`src/rtl/processor_datapath.sv`:
```
// Datapath for a small multi-cycle processor: shared bus, four-entry register
// file, A/G operand registers, ALU, instruction register and timestep counter.
module processor_datapath (
    input  logic       clk,
    input  logic       reset,
    input  logic [9:0] data,
    input  logic [9:0] IMM,
    input  logic [1:0] Rin,
    input  logic [1:0] Rout,
    input  logic       ENW,
    input  logic       ENR,
    input  logic       Ain,
    input  logic       Gin,
    input  logic       Gout,
    input  logic       Ext,
    input  logic       IRin,
    input  logic       Clr,
    input  logic [3:0] ALUcont,
    output logic [9:0] IR,
    output logic [1:0] timestep,
    output logic [9:0] bus,
    output logic       done
);

    logic [9:0] rf [4];
    logic [9:0] a_reg;
    logic [9:0] g_reg;
    logic [9:0] alu_y;
    logic [3:0] shamt;

    assign shamt = g_reg[3:0];

    // Shifts of 10..15 fall out of the 10-bit operators naturally:
    // zero fill for << and >>, sign fill for >>>.
    always_comb begin
        alu_y = '0;
        case (ALUcont)
            4'b0010: alu_y = a_reg + g_reg;
            4'b0011: alu_y = a_reg - g_reg;
            4'b0100: alu_y = a_reg & g_reg;
            4'b0101: alu_y = a_reg | g_reg;
            4'b0110: alu_y = a_reg ^ g_reg;
            4'b0111: alu_y = ~a_reg;
            4'b1000: alu_y = a_reg << shamt;
            4'b1001: alu_y = a_reg >> shamt;
            4'b1010: alu_y = $signed(a_reg) >>> shamt;
            4'b1011: alu_y = {9'b0, ($signed(a_reg) < $signed(g_reg))};
            default: alu_y = '0;
        endcase
    end

    always_comb begin
        if (Ext)
            bus = data;
        else if (Gout)
            bus = alu_y;
        else if (ENR)
            bus = rf[Rout];
        else
            bus = IMM;
    end

    always_ff @(posedge clk) begin
        if (reset) begin
            for (int i = 0; i < 4; i++)
                rf[i] <= '0;
            a_reg    <= '0;
            g_reg    <= '0;
            IR       <= '0;
            timestep <= 2'b00;
            done     <= 1'b0;
        end else begin
            if (ENW)
                rf[Rin] <= bus;
            if (Ain)
                a_reg <= bus;
            if (Gin)
                g_reg <= bus;
            if (IRin)
                IR <= bus;
            timestep <= Clr ? 2'b00 : timestep + 2'd1;
            done     <= Clr;
        end
    end

endmodule
```
`config.mk`:
```
export PLATFORM = sky130hd
export DESIGN_NAME = processor_datapath
export DESIGN_NICKNAME = d
export VERILOG_FILES = /design/src/rtl/processor_datapath.sv
export SDC_FILE = /design/constraint.sdc
export NUM_CORES = 1
export LEC_CHECK = 0
export CAP_MARGIN = 40
export CORE_AREA = 8 8 106 108
export DETAILED_ROUTE_END_ITERATION = 8
export DIE_AREA = 0 0 114 116
export GPL_ROUTABILITY_DRIVEN = 0
export GPL_TIMING_DRIVEN = 0
export HOLD_SLACK_MARGIN = 0.03
export PLACE_DENSITY = 0.86
export RECOVER_POWER = 100
export SETUP_SLACK_MARGIN = 0.1
export SLEW_MARGIN = 10
export SYNTH_ARGS = -nofsm -noshare
export SYNTH_HDL_FRONTEND = slang
export SYNTH_SLANG_ARGS = --single-unit
```
`constraint.sdc`:
```
create_clock -name clk -period 6.45 [get_ports clk]
set_clock_uncertainty 0.2 [all_clocks]
set_input_delay 1.29 -clock clk [delete_from_list [all_inputs] [get_ports clk]]
set_output_delay 1.29 -clock clk [all_outputs]
set_load 0.02 [all_outputs]
```
==> results.md <==
* Root Buffer: clkbuf_8
* Top-count cell post-synth: nor2_1
* Leakage power at 2.66 nW
* Fillers at 760
* First-pass GRT wire length at 29.9 mm
* DRC at 0
* Num rows at 36
* Crit start category: primary input
* Peak VDD IR at 0.155 mV
* Slowest CP cell: dlygate4sd3_1
* Number of synthesized register bits at 73
* Most flop-heavy register: rf
* Rel. slew slack at 29.7%
* ANT nets after route at 0
* Area grow syn2layout at 15.1%
* Top cell type's share of synthesized area at 20.3%
* CTS tree: built
* Routed len/inst at 22.6 µm
* Die outline height at 116 µm
* Worst-path fanout max at 10
* Cell variety after synth at 77
* Worst hold-check path type: register to register
* F_max at 0.159 GHz
* Largest net degree at the start of global routing at 14
* Post-CTS Setup Bufs at 0
* Crit. End Element: output pin
* Critical path type: primary input to output pin
* # IOs at 61
* Post-DR vias/cell at 6.80
* Minimum clock period at 6.30 ns
* Syn. warnings at 0
* Status: completed
* Main synth FF type: edfxtp_1
* Clock Latency Late Sink at 0.35 ns
* Crit path DAT at 4.81 ns
* Top cells by count, synth: 75 x nor2_1, 45 x inv_1, 40 x edfxtp_1
* RSZ-0062 raised after global routing: no
* H-tree Lvls at 3
* Hpwl dp at 14.4 mm
* Clk slew on worst S/H paths at 0.07 ns
* CTS max path bufs at 2
* Seq/Total Area, Yosys at 31.5%
* Setup tns final at 0 ns
* Nets at 771
* Worst-margin pin slew at 1.04 ns
* Most frequent CP cell: dlygate4sd3_1
* Final setup vio count at 0
* Grt ovf at 0
* Mapped Cells at 628
* Power Density at 195 mW/mm²
* Largest area contributor in the netlist: edfxtp_1
* Diode count at 0
* Worst path top cell family by delay: buffers and inverters
* Share of layout cells above drive strength 1 at 11.4%
* Data required, critical path at 4.96 ns
* Final Slew Violations at 0
* FF+latch area at 0.00186 mm²
* Avg Synthesized Cell Area at 9.41 µm²
* Total track usage at 29.4%
* Gates resized, CTS repair at 0
* Pwr Total at 1.33 mW
* WP buf/inv at 5
* CTS sink cnt at 73
* Core area at 0.00955 mm²
* PortBufs at 57
* TritonCTS buffer count at 9
* Die Wd at 114 µm
* Largest register FFs at 40
* Vias in the first global route at 5,560
* DIE AREA at 0.0132 mm²
* Router iterations before antenna repair at 8
* Initial antenna violation count at 0
* Post-synth ARST share at 0%
* Cts hold-fix bufs at 0
* Via count at 5,673
* Fin crit share at 97.6%
* Area of the multi-input gates at 0.00358 mm²
* Largest cells by area after synthesis: edfxtp_1 20%, dfxtp_1 11%, mux4_2 11%
* CP cell instances: dlygate4sd3_1 -> buf_4 -> clkbuf_1 -> mux4_2 -> a221oi_1 -> nand4_1 -> a21o_1 -> nand2_1 -> inv_1 -> dlygate4sd3_1
* Max cap viols at 0
* Initial Util at 61.9%
* Max stage delay on crit path at 0.66 ns
* Post-Syn Nets at 703
* Cell Area, Synth at 0.00591 mm²
* Post-synth EDFFs at 40
* DRT iter0 DRCs at 785
* Drt total wl at 18.9 mm
* Final hold viol count at 0
## cell usage in the layout (no fill, tap or decap), types with 9 or more instances in the layout
cell type         n
a211oi_1         16
buf_2            12
dfxtp_1          33
dlygate4sd3_1    22
nor2_1           76
nand2_1          23
a21oi_1          26
nor2b_1          11
mux4_2           28
nand3_1          15
ha_1             35
clkbuf_8          9
o21ai_0          16
nand2b_1         20
inv_1            47
edfxtp_1         40
o22ai_1          13
clkbuf_1         30
nor3_1           12
mux2i_1          26
clkdlybuf4s50_1  35
## worst reg2reg max path, cell delays in order (launching register included)
cell and delay [ns]:
dfxtp_1 0.43, buf_2 0.29, clkbuf_1 0.42, inv_1 0.23, fa_1 0.47, nor2b_1 0.17
o21ai_1 0.42, a31oi_1 0.18, xnor2_1 0.18, o2111ai_1 0.12, o21ai_1 0.72, nor2_1 0.13
## metrics by stage
step / std cells / area (µm²) / hold slack, ns / utilization [%] / setup WS, ns
floorplan: 628 / 5910 / 0.242 / - / 1.87
global placement: 818 / 6650 / 0.248 / 69.6 / 0.530
detailed placement: 818 / 6650 / 0.255 / 69.6 / 0.503
CTS: 834 / 6840 / 0.275 / 71.7 / 0.486
global route: 834 / 6810 / 0.299 / 71.3 / 0.110
finish: 834 / 6810 / 0.276 / 71.3 / 0.152
## path summary, 6_finish.rpt
check	depth (start not counted)	to	start	slack, ns
hold reg to reg	2	IR[9]	IR[9]	0.28
hold / removal	2	IR[9]	IR[9]	0.28
setup / recovery	10	bus[1]	ALUcont[1]	0.15
setup reg to reg	11	rf[0][8]	g_reg[1]	2.22
## metal layers
metal | vias up | GRT usage (%) | routed length (µm)
li1 | 2440 | - | -
met1 | 2622 | 35.9 | 6920
met4 | 0 | 17.1 | 1100
met2 | 501 | 46.0 | 8350
met5 | - | 0 | 0
met3 | 110 | 7.87 | 2510
## power by group
group / internal [mW] / switching, mW / leakage [nW]
clock: 0.178 / 0.167 / 0.0909
sequential: 0.520 / 0.0234 / 0.691
combinational: 0.175 / 0.265 / 1.88
total: 0.873 / 0.455 / 2.66
## area by class of cell
cell class	instances	area share (%)
multi-input combinational	452	52.6
buffer	49	3.38
sequential	73	27.4
tap	133	2.45
timing repair buffer	57	8.38
clock inverter	7	1.03
inverter	54	2.98
clock buffer	9	1.82
## logic make-up after synthesis
family,count (synthesis),synth area share (%)
compound gates,142,17.6
buf+inv,103,7.32
xor+xnor,10,1.48
flops,73,31.5
simple gates,203,17.8
fa+ha+maj,37,8.08
mux,60,16.2
Power figures use the tool's default switching activity.
